**config.mk**
```make
export PLATFORM = sky130hd
export DESIGN_NAME = layer_sequencer
export DESIGN_NICKNAME = d
export VERILOG_FILES = /design/src/rtl/layer_sequencer_pkg.sv /design/src/rtl/layer_sequencer.sv
export SDC_FILE = /design/constraint.sdc
export NUM_CORES = 1
export LEC_CHECK = 0
export ABC_AREA = 1
export CORE_MARGIN = 1.5
export CORE_UTILIZATION = 45
export CTS_BUF_LIST = sky130_fd_sc_hd__clkbuf_8 sky130_fd_sc_hd__clkbuf_16
export CTS_CLUSTER_SIZE = 10
export DETAILED_ROUTE_END_ITERATION = 16
export HOLD_SLACK_MARGIN = 0.08
export PLACE_DENSITY = 0.66
export RECOVER_POWER = 50
export SYNTH_ARGS = -nofsm -noshare
export SYNTH_HDL_FRONTEND = slang
export SYNTH_SLANG_ARGS = --single-unit
```
**constraint.sdc**
```tcl
create_clock -name clk -period 4.24 [get_ports clk]
set_input_delay 0.848 -clock clk [delete_from_list [all_inputs] [get_ports clk]]
set_output_delay 0.848 -clock clk [all_outputs]
set_load 0.005 [all_outputs]
```
**src/rtl/layer_sequencer_pkg.sv**
```systemverilog
// Shared accelerator definitions for the layer sequencer: FSM states,
// default neuron ping-pong buffer bases and launch length.
package layer_sequencer_pkg;

    typedef enum logic [2:0] {
        IDLE,
        FETCH_NK,
        FETCH_NOUT,
        LAUNCH,
        RUN,
        ADVANCE,
        DONE
    } seq_state_e;

    localparam int BUF_A_BASE_DEFAULT = 0;
    localparam int BUF_B_BASE_DEFAULT = 128;

    // Number of cycles ag_read/mac_clear are held when a layer is launched.
    localparam int LAUNCH_CYCLES = 2;

endpackage

```
**src/rtl/layer_sequencer.sv**
```systemverilog
// Layer sequencer: walks an {Nk, Nout} program, launches the address generator
// per layer and ping-pongs neuron buffers. Define LAYER_SEQUENCER_WDT_EN for the RUN watchdog.
module layer_sequencer
    import layer_sequencer_pkg::*;
#(
    parameter int ADDR_W     = 8,
    parameter int MAX_LAYERS = 16,
    parameter int BUF_A_BASE = BUF_A_BASE_DEFAULT,
    parameter int BUF_B_BASE = BUF_B_BASE_DEFAULT,
    parameter int WDT_CYCLES = 1023
) (
    input  logic              clk,
    input  logic              reset,
    input  logic              start,
    output logic [ADDR_W-1:0] instr_addr,
    input  logic [ADDR_W-1:0] instr_data,
    output logic              ag_read,
    input  logic              ag_finished,
    output logic [ADDR_W-1:0] nk,
    output logic [ADDR_W-1:0] weight_base,
    output logic [ADDR_W-1:0] neuro_read_base,
    output logic [ADDR_W-1:0] neuro_write_base,
    output logic              mac_clear,
    output logic              busy,
    output logic              done,
    output logic              error,
    output logic [3:0]        layer_idx
);

    localparam logic [ADDR_W-1:0] BUF_A = ADDR_W'(BUF_A_BASE);
    localparam logic [ADDR_W-1:0] BUF_B = ADDR_W'(BUF_B_BASE);
    localparam logic              LAUNCH_LAST = 1'(LAUNCH_CYCLES - 1);

    seq_state_e        state_q;
    logic [ADDR_W-1:0] nk_q, nout_q, wbase_q, rbase_q, wrbase_q;
    logic [3:0]        idx_q;
    logic              launch_q, ag_read_q, mac_clear_q, busy_q, done_q;

    // Weight footprint wraps modulo 2^ADDR_W by construction of the widths.
    logic [ADDR_W-1:0] prod_d, wbase_d;
    logic [4:0]        idx_d;
    logic              last_layer_d;

    assign prod_d       = nk_q * nout_q;
    assign wbase_d      = wbase_q + prod_d;
    assign idx_d        = {1'b0, idx_q} + 5'd1;
    assign last_layer_d = (32'(idx_d) == MAX_LAYERS);

    always_comb begin
        // NOTE: default first so no path leaves instr_addr unassigned (no latch).
        instr_addr = '0;
        case (state_q)
            FETCH_NK:   instr_addr = ADDR_W'({idx_q, 1'b0});
            FETCH_NOUT: instr_addr = ADDR_W'({idx_q, 1'b1});
            default:    ;
        endcase
    end

`ifdef LAYER_SEQUENCER_WDT_EN
    localparam int WDT_W = $clog2(WDT_CYCLES + 1);
    localparam logic [WDT_W-1:0] WDT_LAST = WDT_W'(WDT_CYCLES - 1);
    logic [WDT_W-1:0] wdt_q;
    logic             error_q;
    assign error = error_q;
`else
    logic wdt_unused;
    assign wdt_unused = ^WDT_CYCLES;
    assign error      = 1'b0;
`endif

    always_ff @(posedge clk) begin
        // NOTE: reset is synchronous and sampled here; all state updates use <=.
        if (!reset) begin
            state_q     <= IDLE;
            nk_q        <= '0;
            nout_q      <= '0;
            wbase_q     <= '0;
            rbase_q     <= BUF_A;
            wrbase_q    <= BUF_B;
            idx_q       <= '0;
            launch_q    <= 1'b0;
            ag_read_q   <= 1'b0;
            mac_clear_q <= 1'b0;
            busy_q      <= 1'b0;
            done_q      <= 1'b0;
`ifdef LAYER_SEQUENCER_WDT_EN
            wdt_q       <= '0;
            error_q     <= 1'b0;
`endif
        end else begin
            case (state_q)
                IDLE: begin
                    if (start) begin
                        state_q  <= FETCH_NK;
                        idx_q    <= '0;
                        wbase_q  <= '0;
                        rbase_q  <= BUF_A;
                        wrbase_q <= BUF_B;
                        busy_q   <= 1'b1;
`ifdef LAYER_SEQUENCER_WDT_EN
                        error_q  <= 1'b0;
`endif
                    end
                end
                FETCH_NK: begin
                    if (instr_data == '0) begin
                        state_q <= DONE;
                        done_q  <= 1'b1;
                    end else begin
                        nk_q    <= instr_data;
                        state_q <= FETCH_NOUT;
                    end
                end
                FETCH_NOUT: begin
                    nout_q      <= (instr_data == '0) ? ADDR_W'(1) : instr_data;
                    state_q     <= LAUNCH;
                    launch_q    <= 1'b0;
                    ag_read_q   <= 1'b1;
                    mac_clear_q <= 1'b1;
                end
                LAUNCH: begin
                    if (launch_q == LAUNCH_LAST) begin
                        state_q     <= RUN;
                        ag_read_q   <= 1'b0;
                        mac_clear_q <= 1'b0;
`ifdef LAYER_SEQUENCER_WDT_EN
                        wdt_q       <= '0;
`endif
                    end else begin
                        launch_q <= launch_q + 1'b1;
                    end
                end
                RUN: begin
                    if (ag_finished) begin
                        state_q <= ADVANCE;
                    end
`ifdef LAYER_SEQUENCER_WDT_EN
                    else if (wdt_q == WDT_LAST) begin
                        state_q <= IDLE;
                        busy_q  <= 1'b0;
                        error_q <= 1'b1;
                    end else begin
                        wdt_q <= wdt_q + 1'b1;
                    end
`endif
                end
                ADVANCE: begin
                    wbase_q  <= wbase_d;
                    rbase_q  <= wrbase_q;
                    wrbase_q <= rbase_q;
                    idx_q    <= idx_d[3:0];
                    if (last_layer_d) begin
                        state_q <= DONE;
                        done_q  <= 1'b1;
                    end else begin
                        state_q <= FETCH_NK;
                    end
                end
                DONE: begin
                    done_q  <= 1'b0;
                    busy_q  <= 1'b0;
                    state_q <= IDLE;
                end
                default: begin
                    state_q <= IDLE;
                    busy_q  <= 1'b0;
                    done_q  <= 1'b0;
                end
            endcase
        end
    end

    assign nk               = nk_q;
    assign weight_base      = wbase_q;
    assign neuro_read_base  = rbase_q;
    assign neuro_write_base = wrbase_q;
    assign ag_read          = ag_read_q;
    assign mac_clear        = mac_clear_q;
    assign busy             = busy_q;
    assign done             = done_q;
    assign layer_idx        = idx_q;

endmodule
```
# Word-level counts from Yosys, hierarchy flattened
# Index checks and enable logic that the tools add are counted.
[totals] output_inout_bits=49 register_bits=51
[op_classes] n_mux=24 mul=1 reduce_logical=12 eq_ne=11 bitwise_logic=3 addsub=3
[ops] op="$pmux 8 s2" n=3
[ops] op="$mux 8" n=3
[ops] op="$pmux 3 s6" n=1
[ops] op="$mux 3" n=5
[ops] op="$ne 2x2->1 const B" n=5
[ops] op="$pmux 5 s2" n=1
[ops] op="$add 8x8->8" n=1
[ops] op="$logic_not 8->1" n=1
[ops] op="$mul 8x8->8" n=1
[ops] op="$pmux 4 s2" n=1
[ops] op="$reduce_and 2->1" n=4
[ops] op="$eq 3x2->1 const B" n=2
[ops] op="$eq 3x3->1 const B" n=2
[ops] op="$pmux 1 s2" n=3
[ops] op="$reduce_and 3->1" n=2
[ops] op="$add 4x1->5 const B" n=1
[ops] op="$eq 5x5->1 const B" n=1
[ops] op="$mux 1" n=5
[ops] op="$reduce_or 5->1" n=1
[ops] op="$mux 4" n=1
[ops] op="$reduce_bool 2->1" n=2
[ops] op="$reduce_or 4->1" n=1
[ops] op="$eq 3x1->1 const B" n=1
[ops] op="$logic_not 3->1" n=1
[ops] op="other kinds (3)" n=5

# Depth between registers and ports, before layout
# Gate-level depths: netlist of the first run.
[logic_depth] word_depth=4 ltp_mapped=23

# Worst setup path after synthesis of the first run
# No wires, ideal clock.
[synth_path] kind="reg-to-reg" startpoint="register nk_q[1], in the netlist nk[1]" endpoint="register wbase_q[7], in the netlist weight_base[7]" path_stages_with_launch=23 t_arrival_ns=3.614 synth_period_minus_slack_ns=3.747 slack_ns=0.493 path_cell_list="dfxtp_1 > buf_4 > nand2_1 > fa_1 > fa_1 > inv_1 > fa_1 > inv_1 > fa_1 > inv_1 > ha_1 > nand2_1 > nand2_1 > nor2_1 > nand2_1 > nand2_1 > inv_1 > nand2_1 > nand2_1 > inv_1 > nand2_1 > nand3_1 > a21oi_1"
[synth_via] elab_chain_cells=3
[synth_rtl] item="start, declared" line_no="layer_sequencer.sv:35" source="logic [ADDR_W-1:0] nk_q, nout_q, wbase_q, rbase_q, wrbase_q;"
[synth_rtl] item="start signal, assigned" line_no="layer_sequencer.sv:110" source="nk_q <= instr_data;"
[synth_rtl] item="$mul 8x8->8" line_no="layer_sequencer.sv:44" source="assign prod_d = nk_q * nout_q;"
[synth_rtl] item="$add 8x8->8" line_no="layer_sequencer.sv:45" source="assign wbase_d = wbase_q + prod_d;"
[synth_rtl] item="$pmux 8 s2" line_no="layer_sequencer.sv:91" source="case (state_q)"
[synth_rtl] item="end signal, assigned" line_no="layer_sequencer.sv:148" source="wbase_q <= wbase_d;"
[synth_rtl] item="end, declared" line_no="layer_sequencer.sv:35"
# Every way passes these cells.
# A chain may end at the register's enable or synchronous reset.

# Worst setup path in the final report of the first run
[layout_path] startpoint="register nk_q[4], in the netlist nk[4]" endpoint="register wbase_q[7], in the netlist weight_base[7]"
# Same word-level chain as after synthesis.

==> results of run 1 <==
repair_timing:
item,4_1_cts,5_1_grt
endpoints found under the setup margin,0,1
hold endpoints to repair,0,0
hold buffers,0,0
gates resized for setup,0,8
kinds of logic (layout without fill, tap and decap cells):
logic type / Yosys count / after routing / synth area share [%]
buffers and inverters: 103 / 147 / 13.7
AOI/OAI and AO/OA: 64 / 64 / 10.3
xor gates and xnor gates: 6 / 6 / 1.61
and+or+nand+nor: 203 / 203 / 25.0
other: 1 / 4 / 0.115
adders and majority gates: 36 / 36 / 18.0
DFF: 51 / 51 / 31.3
state kept, by name, summed over array words and instances (netlist names):
register	flops
weight_base	8
neuro_write_base	8
nk	8
mac_clear	1
done	1
layer_idx	4
nout_q	8
state_q	3
busy	1
neuro_read_base	8
launch_q	1
critical path: cells and delay by family (launching register included):
family,cells,cell delay [ns]
compound gates,1,0.06
flops,1,0.49
buf+inv,3,0.15
fa+ha+maj,5,2.24
simple gates,10,0.79
layer usage:
layer	global-route usage, %	wire length [um]
met1	28.8	3540
met3	4.90	446
met2	35.0	3500
met5	0	0
met4	6.96	125
metrics by stage:
step	util (%)	instances	power, mW
final	57.0	607	1.59
after global routing	57.0	607	1.72
after CTS	57.0	607	1.61
after detailed placement	55.5	600	1.28
after global placement	55.5	600	1.26
after floorplan	-	467	1.07
Yosys cell counts (all sizes together):
cell    instances
xnor2           3
a221oi          1
nor2           54
nand4           1
nand2         130
inv            81
a21o            1
o31ai           1
o21ai          23
and2            1
o22ai           1
dfxtp          51
xor2            3
buf            17
ha             18
a31oi           1
nor3            3
fa             18
nand3          14
conb            1
clkbuf          5
a211oi          1
a21oi          35
worst min path at each step:
stage / startpoint / to / depth (start not counted)
detailed placement: busy$_SDFFE_PN0P_ / busy$_SDFFE_PN0P_ / 2
CTS: busy$_SDFFE_PN0P_ / busy$_SDFFE_PN0P_ / 2
finish: busy$_SDFFE_PN0P_ / busy$_SDFFE_PN0P_ / 2
global route: neuro_read_base[1]$_SDFFE_PN0P_ / neuro_write_base[1]$_SDFFE_PN0P_ / 2
floorplan: launch_q$_SDFFE_PN0P_ / launch_q$_SDFFE_PN0P_ / 2
global placement: busy$_SDFFE_PN0P_ / busy$_SDFFE_PN0P_ / 2
final cells by class:
cell class	instances	area share, %
Clock buffer	5	1.75
Clock inverter	2	0.858
Inverter	81	7.72
Multi-Input combinational cell	313	45.6
Sequential cell	51	26.2
Tap cell	96	3.05
Timing Repair Buffer	59	14.8
where the power goes:
part           leakage, nW  switching, mW  internal (mW)  total, mW
Sequential           0.417          0.115          0.567      0.682
Combinational         1.42          0.351          0.230      0.581
Clock               0.0554          0.157          0.171      0.328
==> flow_metrics.py, run 1 <==
metrics = {
    "status": {
        "status": "completed",
    },
    "sta": {
        "layout_setup_ws_ns": 0.337,
        "fin_setup_tns_ns": 0,
        "setup_viol": 0,
        "hold_viol": 0,
        "whs_ns": 0.476,
        "finClkSkew_ns": 0.0123,
        "relSlewSlack_pct": 30.0,
        "maxSlewViolCount": 0,
        "rsz0062_at_grt": "no",
        "fin_crit_sh_pct": 92.0,
        "clock.fmax_mhz": 256,
        "min_period_ns": 3.90,
        "tightest_slew_ns": 1.05,
    },
    "synth": {
        "ys_seq_area_share_pct": 31.3,
        "yosysTopAreaCell": "dfxtp_1",
        "synthDistinctLibCells": 31,
        "syn_avg_cell_area_sq_um": 7.02,
        "ys_warn_count": 0,
        "synth_area_sq_mm": 0.00326,
        "postSynthCellCount": 464,
        "synthTopCellsByArea": "dfxtp_1 31%, nand2_1 15%, fa_1 11%",
        "ys_ff_latch": 51,
        "synthDominantCellAreaShare_pct": 31.3,
    },
    "cts": {
        "clk_pin_slew_ns": 0.10,
        "clk_path_buf_depth": 2,
        "root_buffer": "clkbuf_8",
        "cts_num_sinks": 51,
        "post_cts_buffers": 0,
        "cts_htree_levels": 2,
        "cts_tree": "done",
        "clk_latency_ns": 0.30,
        "cts_buffers": 5,
    },
    "layout": {
        "fin_nets": 559,
        "final_common_cell": "nand2_1",
        "diodes": 0,
        "final_area_sq_mm": 0.00394,
        "fillers": 671,
        "multiInputGateArea_sq_mm": 0.00180,
        "regArea_sq_mm": 0.00103,
        "drive_above_1_share_pct": 5.48,
        "area_growth_pct": 20.8,
        "final_cell_mix": "129 x nand2_1, 75 x inv_1, 51 x nor2_1",
    },
    "drt": {
        "antenna_left": 0,
        "wirelength_mm": 7.61,
        "drtPass1Iterations": 4,
        "vias": 2958,
        "drt_iter0_drc": 139,
        "drcViolationCount": 0,
        "wl_per_cell_um": 12.5,
        "vias_per_cell": 4.87,
    },
    "setup_path": {
        "critical_path.slowest_cell": "fa_1",
        "crit_end": "weight_base[7]$_SDFFE_PN0P_",
        "critPathCaptureType": "flip-flop",
        "regToRegEndpoint": "weight_base[7]$_SDFFE_PN0P_",
        "reg2reg_from": "nk[4]$_SDFFE_PN0P_",
        "worstPathCellList": "nand2_1 -> fa_1 -> fa_1 -> inv_1 -> fa_1 -> inv_1 -> fa_1 -> inv_1 -> ha_1 -> nand2_1 -> nand2_1 -> nor2_1 -> nand2_1 -> nand2_1 -> nand2_1 -> nand2_1 -> nand3_1 -> nand3_1 -> a21oi_1",
        "arrival_ns": 4.05,
        "critPathKind": "flip-flop to flip-flop",
        "reg2reg_slack_ns": 0.34,
        "startpoint": "nk[4]$_SDFFE_PN0P_",
        "cpMostUsedCell": "nand2_1",
        "required_ns": 4.39,
        "ff2ff_path_depth": 19,
        "critPathMaxFanout": 6,
        "cp-start-kind": "flip-flop",
        "max_stage_delay_ns": 0.53,
    },
    "global_routing": {
        "grt_max_degree": 34,
        "grt_pass1_wl_mm": 13.1,
        "grt_pass1_vias": 2852,
        "grt_antenna_before_repair": 0,
        "grt_use_total_pct": 21.7,
        "overflow": 0,
    },
    "min_path": {
        "hold_path_class": "flip-flop to flip-flop",
    },
    "power": {
        "p_leak_nw": 1.90,
        "irDropWorstVdd_uv": 187,
        "power_density_mw_per_mm2": 404,
    },
    "die": {
        "die_x_um": 88.1,
        "start_util_pct": 47.2,
        "fp-row-count": 30,
        "die_h_um": 88.1,
        "fp.coreArea_sq_mm": 0.00691,
        "die_area_sq_mm": 0.00776,
        "ioPinCount": 61,
    },
    "placed_design": {
        "place_area_sq_mm": 0.00383,
        "pre_cts_ws_ns": 0.241,
        "place.gp.congestion": 0.894,
        "dp_hpwl_mm": 5.82,
        "port_buffers": 56,
    },
    "flow_run": {
        "cap_violations": 0,
    },
}
No activity file was read; power rests on OpenSTA's default activity.
==> run 2, diff against run 1 <==
--- a/config.mk
+++ b/config.mk
@@ -6,13 +6,14 @@
 export NUM_CORES = 1
 export LEC_CHECK = 0
 export ABC_AREA = 1
+export CELL_PAD_IN_SITES_DETAIL_PLACEMENT = 2
+export CELL_PAD_IN_SITES_GLOBAL_PLACEMENT = 2
 export CORE_MARGIN = 1.5
-export CORE_UTILIZATION = 45
+export CORE_UTILIZATION = 29
 export CTS_BUF_LIST = sky130_fd_sc_hd__clkbuf_8 sky130_fd_sc_hd__clkbuf_16
-export CTS_CLUSTER_SIZE = 10
 export DETAILED_ROUTE_END_ITERATION = 16
 export HOLD_SLACK_MARGIN = 0.08
-export PLACE_DENSITY = 0.66
+export PLACE_DENSITY = 0.76
 export RECOVER_POWER = 50
 export SYNTH_ARGS = -nofsm -noshare
 export SYNTH_HDL_FRONTEND = slang
==> run 2 against run 1 <==
  * Clock power rose by 15%
  * Wire length rose by 33%
  * Global-route usage fell by 3.1 points
  * Non-clock buffer count rose by 5
  * Critical path depth rose by 2
  * Worst hold slack got worse by 0.0018 ns
  * Sequential share of layout area fell by 0.68 points
  * Power rose by 7.2%
  * Setup slack got worse by 0.012 ns
  * Combinational power rose by 12%
  * Maximum frequency fell by 0.31%
  * Largest power group unchanged
==> flow_metrics.py, run 2 (same netlist as run 1, synthesis figures left out) <==
metrics = {
    "die": {
        "die_area_sq_mm": 0.0119,
        "die_x_um": 109,
        "ioPinCount": 61,
        "die_h_um": 109,
        "fp-row-count": 38,
        "fp.coreArea_sq_mm": 0.0109,
        "start_util_pct": 29.9,
    },
    "setup_path": {
        "cp-start-kind": "flip-flop",
        "critical_path.slowest_cell": "fa_1",
        "required_ns": 4.40,
        "critPathMaxFanout": 5,
        "worstPathCellList": "inv_1 -> fa_1 -> fa_1 -> inv_1 -> fa_1 -> inv_1 -> fa_1 -> inv_1 -> ha_4 -> nand2_1 -> nand2_1 -> nor2_1 -> nand2_1 -> nand2_1 -> inv_1 -> nand2_1 -> nand2_1 -> inv_1 -> nand2_1 -> nand3_1 -> a21oi_1",
        "arrival_ns": 4.07,
        "critPathKind": "flip-flop to flip-flop",
        "max_stage_delay_ns": 0.55,
        "reg2reg_from": "weight_base[6]$_SDFFE_PN0P_",
        "reg2reg_slack_ns": 0.33,
        "startpoint": "weight_base[6]$_SDFFE_PN0P_",
        "cpMostUsedCell": "nand2_1",
        "critPathCaptureType": "flip-flop",
    },
    "sta": {
        "finClkSkew_ns": 0.00867,
        "fin_setup_tns_ns": 0,
        "fin_crit_sh_pct": 92.3,
        "rsz0062_at_grt": "no",
        "min_period_ns": 3.91,
        "hold_viol": 0,
        "maxSlewViolCount": 0,
        "relSlewSlack_pct": 26.7,
        "setup_viol": 0,
        "clock.fmax_mhz": 255,
        "tightest_slew_ns": 1.10,
    },
    "placed_design": {
        "port_buffers": 56,
        "dp_hpwl_mm": 8.01,
        "place.gp.congestion": 0.776,
    },
    "power": {
        "finalPower_mw": 1.70,
        "p_leak_nw": 1.93,
        "irDropWorstVdd_uv": 205,
        "power_density_mw_per_mm2": 419,
    },
    "layout": {
        "fin_nets": 564,
        "diodes": 0,
        "area_growth_pct": 24.8,
        "drive_above_1_share_pct": 7.16,
        "final_cell_mix": "129 x nand2_1, 74 x inv_1, 51 x nor2_1",
        "fillers": 1309,
        "final_common_cell": "nand2_1",
    },
    "global_routing": {
        "grt_antenna_before_repair": 0,
        "overflow": 0,
        "grt_pass1_vias": 3407,
        "grt_use_total_pct": 18.5,
        "grt_max_degree": 34,
        "grt_pass1_wl_mm": 16.9,
    },
    "drt": {
        "drtPass1Iterations": 4,
        "drcViolationCount": 0,
        "vias_per_cell": 4.60,
        "wl_per_cell_um": 15.4,
        "wirelength_mm": 10.1,
        "drt_iter0_drc": 72,
        "vias": 3025,
        "drt-met1-wl_mm": 4.41,
        "wl_met2_mm": 5.16,
        "wl_met3_um": 450,
        "top_layer": "met4",
        "antenna_left": 0,
    },
    "cts": {
        "clk_pin_slew_ns": 0.11,
        "cts_tree": "done",
        "clk_latency_ns": 0.32,
        "root_buffer": "clkbuf_8",
        "cts_htree_levels": 2,
        "cts_buffers": 5,
        "ctsHoldBuffers": 0,
        "cts_num_sinks": 51,
        "clk_path_buf_depth": 2,
    },
    "min_path": {
        "worstHoldStart": "busy$_SDFFE_PN0P_",
        "hold_path_class": "flip-flop to flip-flop",
    },
    "flow_run": {
        "cap_violations": 0,
    },
    "status": {
        "status": "completed",
    },
}
run 2: metal layers:
metal	up-vias	global-route usage (%)
met5	-	0
met4	0	3.48
met3	7	4.42
met2	43	34.2
met1	1477	21.8
li1	1498	-
run 2: final timing paths:
kind | cells after the start | to
max | 21 | weight_base[7]$_SDFFE_PN0P_
min | 2 | busy$_SDFFE_PN0P_
max reg2reg | 21 | weight_base[7]$_SDFFE_PN0P_
min reg2reg | 2 | busy$_SDFFE_PN0P_
run 2: critical path: cells and delay by family (launching register included):
kind,cells,cell delay [ns]
AND/OR/NAND/NOR,9,0.65
adder cells (fa/ha/maj),5,2.29
flip-flops,1,0.38
buffers and inverters,6,0.39
AO/OA/AOI/OAI,1,0.07
run 2: layout make-up:
type / instances / area [sq um] / area share, %
multi-input combinational: 313 / 1810 / 44.5
tap: 140 / 175 / 4.31
sequential: 51 / 1040 / 25.5
clock inverter: 2 / 38.8 / 0.954
clock buffer: 6 / 82.6 / 2.03
timing repair buffer: 64 / 617 / 15.2
inverter: 81 / 304 / 7.48
run 2: through the flow:
step | util (%) | cell area, sq um | std cells | setup slack, ns | hold slack, ns
after CTS | 37.2 | 4050 | 657 | 0.109 | 0.487
after global routing | 37.3 | 4070 | 657 | 0.0192 | 0.492
after floorplan | - | 3270 | 467 | 0.493 | 0.453
final | 37.3 | 4070 | 657 | 0.325 | 0.475
after detailed placement | 36.0 | 3920 | 649 | 0.146 | 0.466
after global placement | 36.0 | 3920 | 649 | 0.293 | 0.458
run 2: repair_timing:
action / CTS / global route
endpoints found under the hold margin: 0 / 0
setup buffers: 0 / 0
endpoints found under the setup margin: 0 / 1
resized for setup: 0 / 13
run 2: power breakdown:
part | total (mW) | switching [mW] | internal, mW
combinational | 0.648 | 0.393 | 0.254
sequential | 0.680 | 0.109 | 0.571
clock | 0.376 | 0.182 | 0.195
total | 1.70 | 0.684 | 1.02
==> run 3, diff against run 2 <==
--- a/config.mk
+++ b/config.mk
@@ -13,6 +13,7 @@
 export CTS_BUF_LIST = sky130_fd_sc_hd__clkbuf_8 sky130_fd_sc_hd__clkbuf_16
 export DETAILED_ROUTE_END_ITERATION = 16
 export HOLD_SLACK_MARGIN = 0.08
+export MAX_ROUTING_LAYER = met4
 export PLACE_DENSITY = 0.76
 export RECOVER_POWER = 50
 export SYNTH_ARGS = -nofsm -noshare
==> run 3 against run 2 <==
  * Sequential share of layout area unchanged
  * Largest power group unchanged
  * Non-clock buffer count unchanged
  * Core utilization unchanged
  * First-iteration DRC count down 14%
  * Clock skew about the same
  * Critical path type unchanged
  * Die area unchanged
  * Global-route usage up 0.53 points
  * Power about the same
==> flow_metrics.py, run 3 (same netlist as run 1, synthesis figures left out) <==
metrics = {
    "setup_path": {
        "critPathKind": "flip-flop to flip-flop",
        "arrival_ns": 4.07,
        "critical_path.slowest_cell": "fa_1",
        "cpMostUsedCell": "nand2_1",
        "worstPathCellList": "inv_1 -> fa_1 -> fa_1 -> inv_1 -> fa_1 -> inv_1 -> fa_1 -> inv_1 -> ha_4 -> nand2_1 -> nand2_1 -> nor2_1 -> nand2_1 -> nand2_1 -> inv_1 -> nand2_1 -> nand2_1 -> inv_1 -> nand2_1 -> nand3_1 -> a21oi_1",
        "required_ns": 4.40,
        "critPathCaptureType": "flip-flop",
        "max_stage_delay_ns": 0.55,
        "cp-start-kind": "flip-flop",
        "critPathMaxFanout": 5,
    },
    "cts": {
        "root_buffer": "clkbuf_8",
        "clk_latency_ns": 0.32,
        "cts_buffers": 5,
        "cts_tree": "done",
        "cts_htree_levels": 2,
        "ctsHoldBuffers": 0,
        "cts_num_sinks": 51,
        "clk_path_buf_depth": 2,
        "clk_pin_slew_ns": 0.11,
    },
    "sta": {
        "tightest_slew_ns": 1.10,
        "whs_ns": 0.475,
        "fin_setup_tns_ns": 0,
        "setup_viol": 0,
        "hold_viol": 0,
        "maxSlewViolCount": 0,
        "min_period_ns": 3.91,
        "relSlewSlack_pct": 26.6,
        "rsz0062_at_grt": "no",
        "fin_crit_sh_pct": 92.2,
        "layout_setup_ws_ns": 0.329,
        "finClkSkew_ns": 0.00897,
        "clock.fmax_mhz": 256,
    },
    "die": {
        "fp-row-count": 38,
        "start_util_pct": 29.9,
        "die_x_um": 109,
        "fp.coreArea_sq_mm": 0.0109,
        "die_area_sq_mm": 0.0119,
        "ioPinCount": 61,
        "die_h_um": 109,
    },
    "layout": {
        "final_cell_mix": "129 x nand2_1, 74 x inv_1, 51 x nor2_1",
        "drive_above_1_share_pct": 7.16,
        "fin_nets": 564,
        "final_common_cell": "nand2_1",
        "diodes": 0,
        "final_area_sq_mm": 0.00407,
        "fin_cells": 657,
        "area_growth_pct": 24.8,
        "postLayoutCoreUtil_pct": 37.3,
    },
    "drt": {
        "drt_iter0_drc": 62,
        "drcViolationCount": 0,
        "wl_met2_mm": 5.15,
        "vias_per_cell": 4.60,
        "top_layer": "met4",
        "vias": 3023,
        "wirelength_mm": 10.1,
        "antenna_left": 0,
        "drt-met1-wl_mm": 4.49,
        "drtPass1Iterations": 4,
        "wl_per_cell_um": 15.4,
        "wl_met3_um": 381,
    },
    "placed_design": {
        "place_area_sq_mm": 0.00392,
        "port_buffers": 56,
        "pre_cts_ws_ns": 0.146,
        "dp_hpwl_mm": 8.01,
        "place.gp.congestion": 0.787,
        "dp_cells": 649,
    },
    "status": {
        "status": "completed",
    },
    "power": {
        "irDropWorstVdd_uv": 205,
        "power_density_mw_per_mm2": 419,
        "p_leak_nw": 1.93,
        "finalPower_mw": 1.70,
    },
    "min_path": {
        "hold_path_class": "flip-flop to flip-flop",
    },
    "global_routing": {
        "grt_antenna_before_repair": 0,
        "grt_pass1_wl_mm": 16.9,
        "grt_use_total_pct": 19.1,
        "overflow": 0,
        "grt_pass1_vias": 3407,
        "grt_max_degree": 34,
    },
    "flow_run": {
        "cap_violations": 0,
    },
}
-- run 3: cell counts in the layout (fill, tap and decap cells not counted) --
Identical to the previous run, type by type.
-- run 3: cell type report --
cell class / count / area [sq um]
multi-input cells: 313 / 1810
flip-flops and latches: 51 / 1040
fillers: 1309 / 6820
repair buffers: 64 / 617
clock inverters: 2 / 38.8
inverters: 81 / 304
clock buffers: 6 / 82.6
well taps: 140 / 175
-- run 3: worst paths after layout --
| kind | startpoint | slack [ns] | end | depth (start not counted) |
|---|---|---|---|---|
| max | weight_base[6]$_SDFFE_PN0P_ | 0.33 | weight_base[7]$_SDFFE_PN0P_ | 21 |
| min | busy$_SDFFE_PN0P_ | 0.47 | busy$_SDFFE_PN0P_ | 2 |
| max reg2reg | weight_base[6]$_SDFFE_PN0P_ | 0.33 | weight_base[7]$_SDFFE_PN0P_ | 21 |
| min reg2reg | busy$_SDFFE_PN0P_ | 0.47 | busy$_SDFFE_PN0P_ | 2 |
-- run 3: worst max-delay path, delay by kind of cell, from the launching register on --
kind	cells	cell delay (ns)
buffers and inverters	6	0.39
flip-flops	1	0.38
adder cells (fa/ha/maj)	5	2.29
AND/OR/NAND/NOR	9	0.64
AO/OA/AOI/OAI	1	0.07
-- run 3: power by group --
group	total, mW	switching, mW	internal, mW
Clock	0.377	0.182	0.195
Combinational	0.647	0.393	0.254
Sequential	0.680	0.109	0.571
-- run 3: timing repair --
action | CTS | global route
setup endpoints to repair | 0 | 1
resized for setup | 0 | 13
buffers inserted | 0 | 0
-- run 3: per-layer routing --
layer  up-vias  global-route usage [%]
met4         0                    3.48
met2        41                    34.2
met5         -                       -
met3         7                    4.06
met1      1476                    21.9
li1       1499                       -
